--- src/rtl/miriscv_gpr_wb_arbiter.sv ---
// miriscv_gpr_wb_arbiter
// Shares the single GPR write port between EX (ALU/CSR results) and LSU
// (load data). The granted write is registered for one cycle before it
// reaches the GPR write port. Combinational hazard flags tell decode when
// rs1/rs2 has a write that is requested, or registered and about to land.
//
// Build option MIRISCV_WB_RR_EN: when defined, round-robin arbitration
// replaces fixed LSU priority plus the EX starvation counter. In that case
// ex_starved_o is tied low and STARVE_LIMIT is ignored.
//
// Handshake: valid/ready. A transfer happens in any cycle where valid and
// ready are both high. Ready is combinational from the current valids and
// the arbitration state, and at most one ready is high per cycle. A
// requester holds addr/data stable while valid is high and ready is low.
// Both readies are forced low while rst_i is high.
module miriscv_gpr_wb_arbiter #(
  parameter int XLEN           = 32,
  parameter int GPR_ADDR_WIDTH = 5,
  parameter int STARVE_LIMIT   = 4
) (
  input  logic                      clk_i,
  input  logic                      rst_i,
  input  logic                      ex_valid_i,
  output logic                      ex_ready_o,
  input  logic [GPR_ADDR_WIDTH-1:0] ex_addr_i,
  input  logic [XLEN-1:0]           ex_data_i,
  input  logic                      lsu_valid_i,
  output logic                      lsu_ready_o,
  input  logic [GPR_ADDR_WIDTH-1:0] lsu_addr_i,
  input  logic [XLEN-1:0]           lsu_data_i,
  output logic                      gpr_wr_en_o,
  output logic [GPR_ADDR_WIDTH-1:0] gpr_wr_addr_o,
  output logic [XLEN-1:0]           gpr_wr_data_o,
  input  logic [GPR_ADDR_WIDTH-1:0] hz1_addr_i,
  input  logic [GPR_ADDR_WIDTH-1:0] hz2_addr_i,
  output logic                      hz1_o,
  output logic                      hz2_o,
  output logic                      ex_starved_o
);

  logic                      ex_xfer;
  logic                      lsu_xfer;
  logic [GPR_ADDR_WIDTH-1:0] grant_addr;
  logic [XLEN-1:0]           grant_data;
  logic                      wr_en_q;

  assign ex_xfer  = ex_valid_i && ex_ready_o;
  assign lsu_xfer = lsu_valid_i && lsu_ready_o;

`ifdef MIRISCV_WB_RR_EN
  // last_grant: 0 = EX was granted last, 1 = LSU was granted last.
  logic last_grant;

  // Round-robin grant: on a conflict the requester not granted last wins.
  always_comb begin
    ex_ready_o  = 1'b0;
    lsu_ready_o = 1'b0;
    if (!rst_i) begin
      if (ex_valid_i && lsu_valid_i) begin
        ex_ready_o  = last_grant;
        lsu_ready_o = !last_grant;
      end else begin
        ex_ready_o  = ex_valid_i;
        lsu_ready_o = lsu_valid_i;
      end
    end
  end

  // Remember which requester won the most recent transfer.
  always_ff @(posedge clk_i) begin
    if (rst_i) begin
      last_grant <= 1'b0;
    end else if (ex_xfer) begin
      last_grant <= 1'b0;
    end else if (lsu_xfer) begin
      last_grant <= 1'b1;
    end
  end

  assign ex_starved_o = 1'b0;
`else
  localparam logic [3:0] STARVE_MAX = 4'(STARVE_LIMIT);

  // Consecutive cycles EX has been held off; saturates at STARVE_MAX.
  logic [3:0] starv_cnt;
  logic       starved;

  assign starved = (starv_cnt == STARVE_MAX);

  // Fixed LSU priority, flipped to EX once EX has waited long enough.
  always_comb begin
    ex_ready_o  = 1'b0;
    lsu_ready_o = 1'b0;
    if (!rst_i) begin
      if (starved) begin
        ex_ready_o  = ex_valid_i;
        lsu_ready_o = lsu_valid_i && !ex_valid_i;
      end else begin
        lsu_ready_o = lsu_valid_i;
        ex_ready_o  = ex_valid_i && !lsu_valid_i;
      end
    end
  end

  // Count EX-blocked cycles; any EX transfer or idle EX restarts the count.
  always_ff @(posedge clk_i) begin
    if (rst_i) begin
      starv_cnt <= 4'd0;
    end else if (!ex_valid_i || ex_ready_o) begin
      starv_cnt <= 4'd0;
    end else if (!starved) begin
      starv_cnt <= starv_cnt + 4'd1;
    end
  end

  assign ex_starved_o = starved && !rst_i;
`endif

  // Select the address/data of whichever requester transfers this cycle.
  always_comb begin
    grant_addr = lsu_addr_i;
    grant_data = lsu_data_i;
    if (ex_xfer) begin
      grant_addr = ex_addr_i;
      grant_data = ex_data_i;
    end
  end

  // Output stage: register the granted write; x0 writes are dropped.
  always_ff @(posedge clk_i) begin
    if (rst_i) begin
      wr_en_q       <= 1'b0;
      gpr_wr_addr_o <= '0;
      gpr_wr_data_o <= '0;
    end else begin
      wr_en_q <= (ex_xfer || lsu_xfer) && (grant_addr != '0);
      if (ex_xfer || lsu_xfer) begin
        gpr_wr_addr_o <= grant_addr;
        gpr_wr_data_o <= grant_data;
      end
    end
  end

  // A registered write still in flight when reset arrives never reaches the GPR.
  assign gpr_wr_en_o = wr_en_q && !rst_i;

  // Hazard flags: requested or registered writes to a nonzero source register.
  assign hz1_o = !rst_i && (hz1_addr_i != '0) &&
                 ((ex_valid_i  && (ex_addr_i     == hz1_addr_i)) ||
                  (lsu_valid_i && (lsu_addr_i    == hz1_addr_i)) ||
                  (gpr_wr_en_o && (gpr_wr_addr_o == hz1_addr_i)));

  assign hz2_o = !rst_i && (hz2_addr_i != '0) &&
                 ((ex_valid_i  && (ex_addr_i     == hz2_addr_i)) ||
                  (lsu_valid_i && (lsu_addr_i    == hz2_addr_i)) ||
                  (gpr_wr_en_o && (gpr_wr_addr_o == hz2_addr_i)));

endmodule

--- config.mk ---
export PLATFORM = sky130hd
export DESIGN_NAME = miriscv_gpr_wb_arbiter
export DESIGN_NICKNAME = d
export VERILOG_FILES = /design/src/rtl/miriscv_gpr_wb_arbiter.sv
export SDC_FILE = /design/constraint.sdc
export NUM_CORES = 1
export LEC_CHECK = 0
export BUFFER_PORTS_ARGS = -buffer_cell sky130_fd_sc_hd__buf_2
export CELL_PAD_IN_SITES_DETAIL_PLACEMENT = 0
export CELL_PAD_IN_SITES_GLOBAL_PLACEMENT = 2
export CORE_UTILIZATION = 19
export DETAILED_ROUTE_END_ITERATION = 8
export PLACE_DENSITY = 0.81
export SLEW_MARGIN = 20
export SYNTH_ARGS = -nofsm -noshare
export SYNTH_HDL_FRONTEND = slang
export SYNTH_SLANG_ARGS = --single-unit
--- constraint.sdc ---
create_clock -name clk_i -period 1.6 [get_ports clk_i]
set_input_delay 0.16 -clock clk_i [delete_from_list [all_inputs] [get_ports clk_i]]
set_output_delay 0.16 -clock clk_i [all_outputs]
set_load 0.05 [all_outputs]
==> key figures, run 1 <==
Drt
  – Average vias per placed instance: 4.523
  – WL final: 8683 µm
  – Routed length per placed instance: 14.79 µm
  – Starting DRC count in detailed routing: between 50 and 60
  – First-pass DRT Iterations: 4
  – Remaining antenna violation count: 0
  – Drt drc: 0
  – DR vias: 2655

Timing
  – Final count of pins violating max slew: 0
  – Final setup vio count: 22
  – Minimum clock period: ~1.8 ns
  – Highest achievable clock rate: 547.2 MHz
  – Transition time at the pin with the least slew margin: 0.3551 ns
  – Worst setup skew after layout: roughly 0.0063 ns
  – PnR worst setup slack: -0.2276 ns
  – Rel. slew slack: 76.11%
  – Sum of negative setup slack: -0.8902 ns
  – Final worst path period share: 114.2%
  – Unrepaired setup endpoints after global routing: yes
  – Final hold vios: 0

Place
  – Count of input and output buffers: 130
  – Cell area after placement: 3202 µm²
  – HPWL after detailed placement: just under 6000 µm
  – Placer's final routability congestion estimate: 0.8734

Global route
  – Via count of the first global-routing pass: 2576
  – Largest net degree at the start of global routing: 24
  – First-pass GRT wire length: between 10000 and 15000 µm
  – Initial antenna violation count: 0
  – Total grt overflow: 0
  – Total track usage: 15.06%

Setup path
  – End of the worst register-to-register path: wr_en_q
  – Critical Path AT: 1.67 ns
  – Highest net fanout along the worst path: 3
  – Startpoint of the worst-slack reg-to-reg timing path: starv_cnt[0]
  – Cell count of the worst reg-to-reg path: 9
  – Reg2reg setup slack: -0.05 ns
  – Setup crit start kind: flip-flop
  – Crit. End Element: output port
  – Endpoint required time on the critical path: ~1.4 ns
  – Kind of critical path: flip-flop to output port

Synthesis
  – Post-Synthesis Mean Instance Area: 7.503 µm²
  – Flops & latches, synth: 42
  – Mapped cell area: 2131 µm²
  – Number of enable-type register cells in the synthesized netlist: 0
  – Sequential-to-total area share from yosys stat: 39.46%
  – Post-synth top area share: between 30% and 40%
  – Fraction of registers with async set/reset: 0%
  – Warnings, synthesis: 0
  – Dominant cells by area after synthesis: dfxtp_1 39%, nor2_1 19%, nor4_1 11%
  – Count of distinct cell types in the synthesized netlist: 25
  – Mapped Nets: roughly 370
  – Primary flip-flop cell chosen by synthesis mapping: dfxtp_1
  – Post-synthesis instance total: 284
  – Cell type contributing the most total cell area after synthesis: dfxtp_1

Hold path
  – Worst min-delay path startpoint: lsu_data_i[18]
  – HP Class: input pin to flip-flop
  – Hold path depth: 3
  – Worst Hold End: gpr_wr_data_o[18]

Status
  – Result of the run: finished, violations left
  – Violations in the final reports: setup timing

CTS
  – Clock Path Buffers: 2
  – Clock edge transition at the registers on the reported setup and hold paths: 0.09 ns
  – H-tree depth reported by CTS: 2
  – Clock sink count: 42
  – Clock tree from TritonCTS: yes
  – Root Driver: clkbuf_8
  – Clock latency on the worst-skew pair: approximately 0.3 ns
  – Number of buffers created by CTS: 5

Final layout
  – Commonest cells after routing, fill and taps aside: 125 x buf_2, 81 x nor2_1, 35 x dfxtp_1, 24 x xor2_1, 24 x buf_4
  – Most frequent standard cell in the layout excluding fill and tap cells: buf_2
  – NumNets Final: 536
  – # diodes: 0
  – P&R area growth vs syn: 88.02%
  – Fraction of final layout cells with drive strength greater than 1: a little under three fifths
  – Final-layout fill cell count: 1140
  – Final cell area excluding filler cells: 4006 µm²

Floorplanning
  – Core Footprint: 10890 µm²
  – Number of ports placed on the die boundary: 131
  – Die Outline Area: roughly 12000 µm²
  – Die Ht: 107.9 µm
  – Number of cell rows: 38
  – Die W: approximately 110 µm
  – Initial standard-cell utilization of the core: 19.57%

Power
  – Worst vdd ir: 0.0003124 V
  – Total power consumption of the routed design: 3.054 mW
  – LEAKAGE: 1.805 nW
  – Total power density per cell area: roughly 760 nW/µm²

Flow run
  – Count of max-cap constraint violations: 0
[layer usage]
metal  GRT usage (%)  vias to the layer above  share of wire (%)
met2           25.18                       97                 49
li1                -                     1291                  -
met1           19.80                     1261                 44
met4           3.620                        0               0.78
met5               0                        -                  0
met3           2.966                        6                5.8
[where the power goes]
| group | internal (mW) | switching (mW) | leakage, nW |
|---|---|---|---|
| Combinational | 0.387 | 0.647 | 1.40 |
| Clock | 0.447 | 0.406 | 0.0566 |
| Sequential | 1.12 | 0.0441 | 0.352 |
| Total | 1.96 | 1.10 | 1.80 |
[through the flow]
| step | hold WS, ns | setup WS, ns | instances | util [%] |
|---|---|---|---|---|
| floorplan | 0.3084 | -0.07539 | 284 | - |
| global placement | 0.4379 | -0.02628 | 564 | 29.41 |
| detailed placement | 0.4459 | -0.05531 | 564 | 29.41 |
| CTS | 0.1101 | -0.2592 | 582 | 33.12 |
| global route | 0.1155 | -0.3438 | 587 | 36.80 |
| finish | 0.1265 | -0.2276 | 587 | 36.80 |
[registers in the layout, indices dropped and copies added, names as in the netlist]
| signal | count |
|---|---|
| gpr_wr_addr_o | 5 |
| gpr_wr_data_o | 32 |
| starv_cnt | 4 |
| wr_en_q | 1 |
[synth_stat cells (2+ instances only)]
master and n:
a311oi_1 6, or4_1 3, dfxtp_1 42, buf_2 4
nor3_1 2, nor2_1 109, nor4_1 38, ha_1 2
xor2_1 24, inv_1 5, xnor2_1 7, nor2b_1 2
nand2_1 10, clkbuf_1 11, nand3_1 9
[kinds of logic (layout without fill, tap and decap cells)]
logic type,after synthesis,in the layout,synth area share [%]
AND/OR/NAND/NOR,175,175,37.58
flip-flops,42,42,39.46
XOR/XNOR,31,31,12.74
buffers and inverters,22,185,4.580
AO/OA/AOI/OAI,12,12,4.463
adder cells (fa/ha/maj),2,2,1.174
[worst max-delay path, cell delays in order, from the launching register on]
cell and delay [ns]:
dfxtp_4 0.37, xor2_1 0.15, nor4_2 0.27, nand3_1 0.15, a311oi_4 0.24, buf_6 0.20
[final cells by class]
| type | count | area (µm²) | area share [%] |
|---|---|---|---|
| inverters | 6 | 37.54 | 0.9369 |
| repair buffers | 171 | 1209 | 30.17 |
| clock buffers | 8 | 111.4 | 2.780 |
| flip-flops and latches | 42 | 859.6 | 21.46 |
| multi-input cells | 220 | 1614 | 40.29 |
| well taps | 140 | 175.2 | 4.372 |
[timing repair]
action                                 CTS  global route
setup buffers                            6             6
setup endpoints to repair                6            41
gates cloned                             4             1
hold buffers                             0             0
endpoints found under the hold margin    0             0
pin swaps                               12            23
resized for setup                       45            85
[how the worst max path moves through the flow]
stage                           startpoint  endpoint  slack (ns)  cells after the start
after global routing      gpr_wr_addr_o[0]     hz2_o       -0.34                      5
after CTS                 gpr_wr_addr_o[0]     hz2_o       -0.26                      5
after floorplan           gpr_wr_addr_o[0]     hz2_o       -0.08                      4
final                     gpr_wr_addr_o[0]     hz2_o       -0.23                      5
after global placement       hz2_addr_i[2]     hz2_o       -0.03                      6
after detailed placement     lsu_addr_i[2]     hz1_o       -0.06                      7
No activity file was read; power rests on OpenSTA's default activity.
==> inputs of run 2 (changes only) <==
--- a/config.mk
+++ b/config.mk
@@ -8,6 +8,7 @@
 export BUFFER_PORTS_ARGS = -buffer_cell sky130_fd_sc_hd__buf_2
 export CELL_PAD_IN_SITES_DETAIL_PLACEMENT = 0
 export CELL_PAD_IN_SITES_GLOBAL_PLACEMENT = 2
+export CORE_MARGIN = 3
 export CORE_UTILIZATION = 19
 export DETAILED_ROUTE_END_ITERATION = 8
 export PLACE_DENSITY = 0.81
==> run 2 against run 1 <==
Effect of this change:
- design area shrank 0.41%
- highest routed layer unchanged
- worst setup slack lost 0.018 ns
- power decreased by 5.9%
- critical path depth unchanged
- flip-flop and latch count unchanged
- register-to-register slack about the same
- the flow still finishes with violations (setup timing)
- largest cell class unchanged
- clock skew is essentially flat
- wire length increased by 3.2%
==> key figures, run 2 (synthesis results as in run 1) <==
Setup path
  – Critical Path AT: 1.69 ns (was 1.67 ns)
  – Startpoint of the worst-slack reg-to-reg timing path: starv_cnt[0] (unchanged)
  – Crit. Startpoint: gpr_wr_addr_o[0] (unchanged)
  – Worst-path cell with the longest stage delay: dfxtp_4 (unchanged)
  – Cells along the critical path: xor2_1 -> nor4_1 -> nand3_1 -> a311oi_4 -> buf_6 (was xor2_1 -> nor4_2 -> nand3_1 -> a311oi_4 -> buf_6)
  – Highest net fanout along the worst path: 3 (unchanged)
  – Setup crit start kind: flip-flop (unchanged)
  – Crit. End Element: output port (unchanged)
  – Endpoint required time on the critical path: 1.44 ns (about the same)
  – Largest stage delay, worst path: 0.37 ns (about the same)
  – Kind of critical path: flip-flop to output port (unchanged)

Drt
  – Starting DRC count in detailed routing: 66 (was 56)
  – First-pass DRT Iterations: 4 (unchanged)
  – Remaining antenna violation count: 0 (unchanged)
  – Average vias per placed instance: 4.480 (was 4.523)
  – Routed length per placed instance: 15.19 µm (was 14.79 µm)
  – Drt drc: 0 (unchanged)
  – DR vias: 2643 (was 2655)
  – WL final: 8960 µm (was 8683 µm)

Final layout
  – Fraction of final layout cells with drive strength greater than 1: 56.00% (was 56.82%)
  – Commonest cells after routing, fill and taps aside: 125 x buf_2, 80 x nor2_1, 35 x dfxtp_1, 25 x nor4_1, 24 x xor2_1 (was 125 x buf_2, 81 x nor2_1, 35 x dfxtp_1, 24 x xor2_1, 24 x buf_4)
  – Biggest regs: gpr_wr_data_o: 32 flops, gpr_wr_addr_o: 5 flops, starv_cnt: 4 flops (unchanged)
  – Number of flip-flops in the largest register: 32 (unchanged)
  – P&R area growth vs syn: 87.26% (was 88.02%)
  – NumNets Final: 540 (was 536)
  – Largest register by flop count: gpr_wr_data_o (unchanged)
  – Most frequent standard cell in the layout excluding fill and tap cells: buf_2 (unchanged)
  – # diodes: 0 (unchanged)

Floorplanning
  – Core Footprint: 10890 µm² (unchanged)
  – Initial standard-cell utilization of the core: 19.57% (unchanged)
  – Number of cell rows: 38 (unchanged)
  – Number of ports placed on the die boundary: 131 (unchanged)
  – Die W: 111.9 µm (was 107.9 µm)
  – Die Ht: 111.9 µm (was 107.9 µm)
  – Die Outline Area: 12520 µm² (was 11640 µm²)

Global route
  – Total track usage: 13.23% (was 15.06%)
  – Initial antenna violation count: 0 (unchanged)
  – First-pass GRT wire length: 13370 µm (was 13290 µm)
  – Largest net degree at the start of global routing: 38 (was 24)
  – Total grt overflow: 0 (unchanged)
  – Via count of the first global-routing pass: 2604 (was 2576)

Hold path
  – Worst min-delay path startpoint: lsu_data_i[25] (was lsu_data_i[18])
  – HP Class: input pin to flip-flop (unchanged)

Place
  – Placer's final routability congestion estimate: 0.8325 (was 0.8734)
  – Count of input and output buffers: 130 (unchanged)
  – HPWL after detailed placement: 5940 µm (was 5786 µm)
  – Placement Setup Slack: -0.07668 ns (was -0.05531 ns)

Timing
  – Worst setup skew after layout: 0.006007 ns (was 0.006322 ns)
  – Final hold vios: 0 (unchanged)
  – Final worst path period share: 115.4% (was 114.2%)
  – Sum of negative setup slack: -0.9576 ns (was -0.8902 ns)
  – PnR worst setup slack: -0.2456 ns (was -0.2276 ns)
  – Highest achievable clock rate: 541.8 MHz (was 547.2 MHz)
  – Minimum clock period: 1.846 ns (was 1.828 ns)
  – Unrepaired setup endpoints after global routing: yes (unchanged)
  – Rel. slew slack: 64.85% (was 76.11%)
  – Final setup vio count: 23 (was 22)
  – Smallest hold slack: 0.1400 ns (was 0.1265 ns)
  – Final count of pins violating max slew: 0 (unchanged)
  – Transition time at the pin with the least slew margin: 0.5273 ns (was 0.3551 ns)

Power
  – Internal power contribution: 1.820 mW (was 1.957 mW)
  – Part of the total power dissipated in combinational logic: 36.0% (was 33.9%)
  – Total power density per cell area: 720.6 nW/µm² (was 762.3 nW/µm²)
  – Sequential share of power: 40.6% (was 38.2%)
  – LEAKAGE: 1.786 nW (was 1.805 nW)
  – Switching share of power: 36.71% (was 35.93%)
  – Clock network fraction of total power: 23.3% (was 28.0%)
  – Net switching power figure: 1.055 mW (was 1.097 mW)
  – Total power consumption of the routed design: 2.875 mW (was 3.054 mW)
  – Worst vdd ir: 0.0003359 V (was 0.0003124 V)

CTS
  – Number of buffers created by CTS: 5 (unchanged)
  – Clock edge transition at the registers on the reported setup and hold paths: 0.08 ns (was 0.09 ns)
  – H-tree depth reported by CTS: 2 (unchanged)
  – Clock sink count: 42 (unchanged)
  – Clock latency on the worst-skew pair: 0.29 ns (was 0.30 ns)
  – Clock tree from TritonCTS: yes (unchanged)
  – Root Driver: clkbuf_8 (unchanged)
  – Clock Path Buffers: 2 (unchanged)

Status
  – Result of the run: finished, violations left (unchanged)
  – Violations in the final reports: setup timing (unchanged)

Flow run
  – Count of max-cap constraint violations: 0 (unchanged)
[run 2: cell count changes in the layout (fill, tap and decap cells not counted), sizes merged]
cell    change
buf         +2
clkbuf      +1
[run 2: critical path: cells and delay by family, from the launching register on]
family	cells	cell delay, ns
DFF	1	0.37
buffers and inverters	1	0.20
and+or+nand+nor	2	0.45
xor gates and xnor gates	1	0.14
AOI/OAI and AO/OA	1	0.25
[run 2: path summary, 6_finish.rpt]
check	to	slack [ns]	depth (start not counted)
worst min-delay path	gpr_wr_data_o[25]	0.14	3
worst max register to register	gpr_wr_addr_o[1]	-0.04	9
worst min register to register	gpr_wr_data_o[15]	0.50	2
worst max-delay path	hz2_o	-0.25	5
[run 2: area by class of cell]
class	count	area (µm²)
fillers	1120	6898
repair buffers	175	1282
well taps	140	175.2
multi-input cells	220	1559
clock buffers	7	76.32
inverters	6	37.54
flip-flops and latches	42	859.6
[run 2: power groups by stage]
stage	clock [mW]	sequential, mW	combinational [mW]
floorplan	0	1.45	0.261
global placement	0	1.19	0.859
detailed placement	0	1.19	0.863
CTS	0.712	1.17	0.942
global route	0.757	1.18	1.11
finish	0.671	1.17	1.04
[run 2: metal layers]
layer / global-route usage, % / vias up / part of all wire (%)
li1: - / 1301 / -
met1: 17.41 / 1243 / 46
met2: 21.98 / 93 / 48
met3: 3.261 / 6 / 5.9
met4: 2.839 / 0 / 0.70
met5: 0 / - / 0
[run 2: repair_timing]
action / 4_1_cts / 5_1_grt
pin swaps: 21 / 16
buffers inserted: 8 / 9
hold buffers: 0 / 0
gates cloned: 2 / 3
gates resized for setup: 58 / 62
endpoints found under the setup margin: 27 / 43
[run 2: stage by stage]
stage | area (µm²) | instances | utilization (%)
after floorplan | 2195 | 284 | -
after global placement | 3199 | 562 | 29.38
after detailed placement | 3199 | 562 | 29.38
after CTS | 3580 | 578 | 32.88
after global routing | 3990 | 590 | 36.65
final | 3990 | 590 | 36.65
==> inputs of run 3 (changes only) <==
--- a/config.mk
+++ b/config.mk
@@ -10,8 +10,10 @@
 export CELL_PAD_IN_SITES_GLOBAL_PLACEMENT = 2
 export CORE_MARGIN = 3
 export CORE_UTILIZATION = 19
+export CTS_CLUSTER_DIAMETER = 200
 export DETAILED_ROUTE_END_ITERATION = 8
 export PLACE_DENSITY = 0.81
+export SETUP_SLACK_MARGIN = 0.2
 export SLEW_MARGIN = 20
 export SYNTH_ARGS = -nofsm -noshare
 export SYNTH_HDL_FRONTEND = slang
==> run 3 against run 2 <==
Effect of this change:
- the flow still finishes with violations (setup timing)
- global-route usage decreased by 0.50 points
- via count is 0.53% lower
- clock-buffer cell count shrank 2
- highest routed layer unchanged
- critical path depth stayed put
- clock power is 5.1% higher
- first-iteration DRC count grew 42%
- non-clock buffer count unchanged
- register-to-register slack worse by 0.12 ns
==> key figures, run 3 (synthesis results as in run 1) <==
Power
  – LEAKAGE: 1.789 nW (was 1.786 nW)
  – Clock network fraction of total power: 24.3% (was 23.3%)
  – Total power consumption of the routed design: 2.903 mW (was 2.875 mW)
  – Net switching power figure: 1.084 mW (was 1.055 mW)
  – Part of the total power dissipated in combinational logic: 35.5% (was 36.0%)
  – Worst vdd ir: 0.0003635 V (was 0.0003359 V)
  – Switching share of power: 37.34% (was 36.71%)
  – Internal power contribution: 1.819 mW (was 1.820 mW)
  – Sequential share of power: 40.2% (was 40.6%)
  – Total power density per cell area: 717.6 nW/µm² (was 720.6 nW/µm²)

Setup path
  – End of the worst register-to-register path: gpr_wr_data_o[8] (was gpr_wr_addr_o[1])
  – Startpoint of the worst-slack reg-to-reg timing path: starv_cnt[0] (unchanged)
  – Crit. End Element: output port (unchanged)
  – Highest net fanout along the worst path: 4 (was 3)
  – Critical Path AT: 1.66 ns (was 1.69 ns)
  – Kind of critical path: flip-flop to output port (unchanged)
  – Reg2reg setup slack: -0.16 ns (was -0.04 ns)
  – Endpoint required time on the critical path: 1.44 ns (about the same)
  – Cell count of the worst reg-to-reg path: 9 (unchanged)
  – Setup crit start kind: flip-flop (unchanged)

Timing
  – Final worst path period share: 113.9% (was 115.4%)
  – Final hold vios: 0 (unchanged)
  – PnR worst setup slack: -0.2219 ns (was -0.2456 ns)
  – Minimum clock period: 1.822 ns (was 1.846 ns)
  – Smallest hold slack: 0.1269 ns (was 0.1400 ns)
  – Rel. slew slack: 77.88% (was 64.85%)
  – Highest achievable clock rate: 548.9 MHz (was 541.8 MHz)
  – Final count of pins violating max slew: 0 (unchanged)
  – Transition time at the pin with the least slew margin: 0.3318 ns (was 0.5273 ns)
  – Worst setup skew after layout: 0.01487 ns (was 0.006007 ns)
  – Final setup vio count: 43 (was 23)
  – Sum of negative setup slack: -5.118 ns (was -0.9576 ns)
  – Unrepaired setup endpoints after global routing: yes (unchanged)

Place
  – Count of input and output buffers: 130 (unchanged)
  – HPWL after detailed placement: 6160 µm (was 5940 µm)
  – DP Cell Count: 560 (was 562)
  – Placer's final routability congestion estimate: 0.8833 (was 0.8325)

CTS
  – Root Driver: clkbuf_8 (unchanged)
  – Clock latency on the worst-skew pair: 0.30 ns (was 0.29 ns)
  – Clock Path Buffers: 2 (unchanged)
  – H-tree depth reported by CTS: 2 (unchanged)
  – Number of buffers created by CTS: 5 (unchanged)
  – Clock sink count: 42 (unchanged)
  – Clock edge transition at the registers on the reported setup and hold paths: 0.09 ns (was 0.08 ns)
  – Clock tree from TritonCTS: yes (unchanged)

Global route
  – Via count of the first global-routing pass: 2575 (was 2604)
  – Initial antenna violation count: 0 (unchanged)
  – Total grt overflow: 0 (unchanged)
  – Total track usage: 12.73% (was 13.23%)
  – Largest net degree at the start of global routing: 25 (was 38)
  – First-pass GRT wire length: 13050 µm (was 13370 µm)

Drt
  – Average vias per placed instance: 4.448 (was 4.480)
  – Drt drc: 0 (unchanged)
  – First-pass DRT Iterations: 4 (unchanged)
  – DR vias: 2629 (was 2643)
  – WL final: 8893 µm (was 8960 µm)
  – Remaining antenna violation count: 0 (unchanged)
  – Routed length per placed instance: 15.05 µm (was 15.19 µm)
  – Starting DRC count in detailed routing: 94 (was 66)

Final layout
  – NumNets Final: 540 (unchanged)
  – Commonest cells after routing, fill and taps aside: 125 x buf_2, 73 x nor2_1, 35 x dfxtp_1, 30 x nor4_1, 27 x nor2_4 (was 125 x buf_2, 80 x nor2_1, 35 x dfxtp_1, 25 x nor4_1, 24 x xor2_1)
  – Largest register by flop count: gpr_wr_data_o (unchanged)
  – # diodes: 0 (unchanged)
  – Number of flip-flops in the largest register: 32 (unchanged)
  – Fraction of final layout cells with drive strength greater than 1: 57.43% (was 56.00%)
  – Most frequent standard cell in the layout excluding fill and tap cells: buf_2 (unchanged)
  – P&R area growth vs syn: 89.84% (was 87.26%)
  – Number of standard cells in the layout, taps in and fillers out: 591 (was 590)
  – Biggest regs: gpr_wr_data_o: 32 flops, gpr_wr_addr_o: 5 flops, starv_cnt: 4 flops (unchanged)

Status
  – Result of the run: finished, violations left (unchanged)
  – Violations in the final reports: setup timing (unchanged)

Floorplanning
  – Initial standard-cell utilization of the core: 19.57% (unchanged)
  – Die Outline Area: 12520 µm² (unchanged)
  – Number of cell rows: 38 (unchanged)
  – Die Ht: 111.9 µm (unchanged)
  – Die W: 111.9 µm (unchanged)
  – Number of ports placed on the die boundary: 131 (unchanged)
  – Core Footprint: 10890 µm² (unchanged)

Hold path
  – HP Class: input pin to flip-flop (unchanged)
  – Worst min-delay path startpoint: lsu_data_i[15] (was lsu_data_i[25])
  – Hold path depth: 3 (unchanged)
  – Worst Hold End: gpr_wr_data_o[15] (was gpr_wr_data_o[25])

Flow run
  – Count of max-cap constraint violations: 0 (unchanged)
-- run 3: cell count changes in the layout (fill, tap and decap cells not counted), moves of 2 or more --
| cell | delta |
|---|---|
| nor2_4 | +8 |
| nor2_1 | -7 |
| nor4_1 | +5 |
| nor4_2 | -5 |
| buf_16 | -2 |
| clkbuf_1 | -2 |
| clkbuf_16 | +2 |
| clkinv_2 | +2 |
| nand2_2 | +2 |
-- run 3: how the worst max path moves through the flow --
| stage | startpoint | endpoint | slack [ns] | cells after the start |
|---|---|---|---|---|
| finish | gpr_wr_addr_o[0] | hz2_o | -0.22 | 5 |
| detailed placement | hz2_addr_i[2] | hz2_o | -0.08 | 7 |
| CTS | gpr_wr_addr_o[0] | hz2_o | -0.24 | 5 |
| global route | gpr_wr_addr_o[0] | hz2_o | -0.34 | 5 |
| global placement | lsu_addr_i[2] | hz2_o | -0.05 | 6 |
| floorplan | gpr_wr_addr_o[0] | hz2_o | -0.08 | 4 |
-- run 3: area by class of cell --
cell class	instances	area (µm²)
Fill cell	1163	6843
Multi-Input combinational cell	220	1592
Timing Repair Buffer	175	1290
Sequential cell	42	862.1
Tap cell	140	175.2
Clock buffer	5	68.82
Inverter	6	38.79
Clock inverter	3	18.77
-- run 3: repair_timing --
item	4_1_cts	5_1_grt
gates cloned	0	5
pin swaps	4	11
buffers inserted	11	7
gates resized for setup	31	78
endpoints found under the setup margin	43	43
hold buffers	0	0
-- run 3: routing by layer --
| layer | up-vias | GRT usage (%) | wire (µm) |
|---|---|---|---|
| met3 | 8 | 3.750 | 602 |
| li1 | 1290 | - | - |
| met4 | 0 | 3.082 | 96 |
| met5 | - | 0 | 0 |
| met2 | 92 | 21.66 | 4383 |
| met1 | 1239 | 15.81 | 3810 |
-- run 3: power by group through the flow --
stage | Combinational [mW] | Clock (mW) | Sequential (mW)
floorplan | 0.269 | 0 | 1.45
CTS | 0.927 | 0.751 | 1.17
global route | 1.10 | 0.780 | 1.18
finish | 1.03 | 0.705 | 1.17
global placement | 0.869 | 0 | 1.19
detailed placement | 0.874 | 0 | 1.19
-- run 3: critical path, stage by stage (launching register included) --
cell and delay [ns]:
dfxtp_4 0.36, xor2_1 0.14, nor4_1 0.27, nand3_1 0.17, a311oi_4 0.24, buf_6 0.20
-- run 3: metrics by stage --
step / util, % / area (µm²) / setup WS, ns
global placement: 29.73 / 3237 / -0.04878
detailed placement: 29.73 / 3237 / -0.07669
CTS: 32.59 / 3548 / -0.2442
floorplan: - / 2243 / -0.07533
global route: 37.15 / 4045 / -0.3364
finish: 37.15 / 4045 / -0.2219
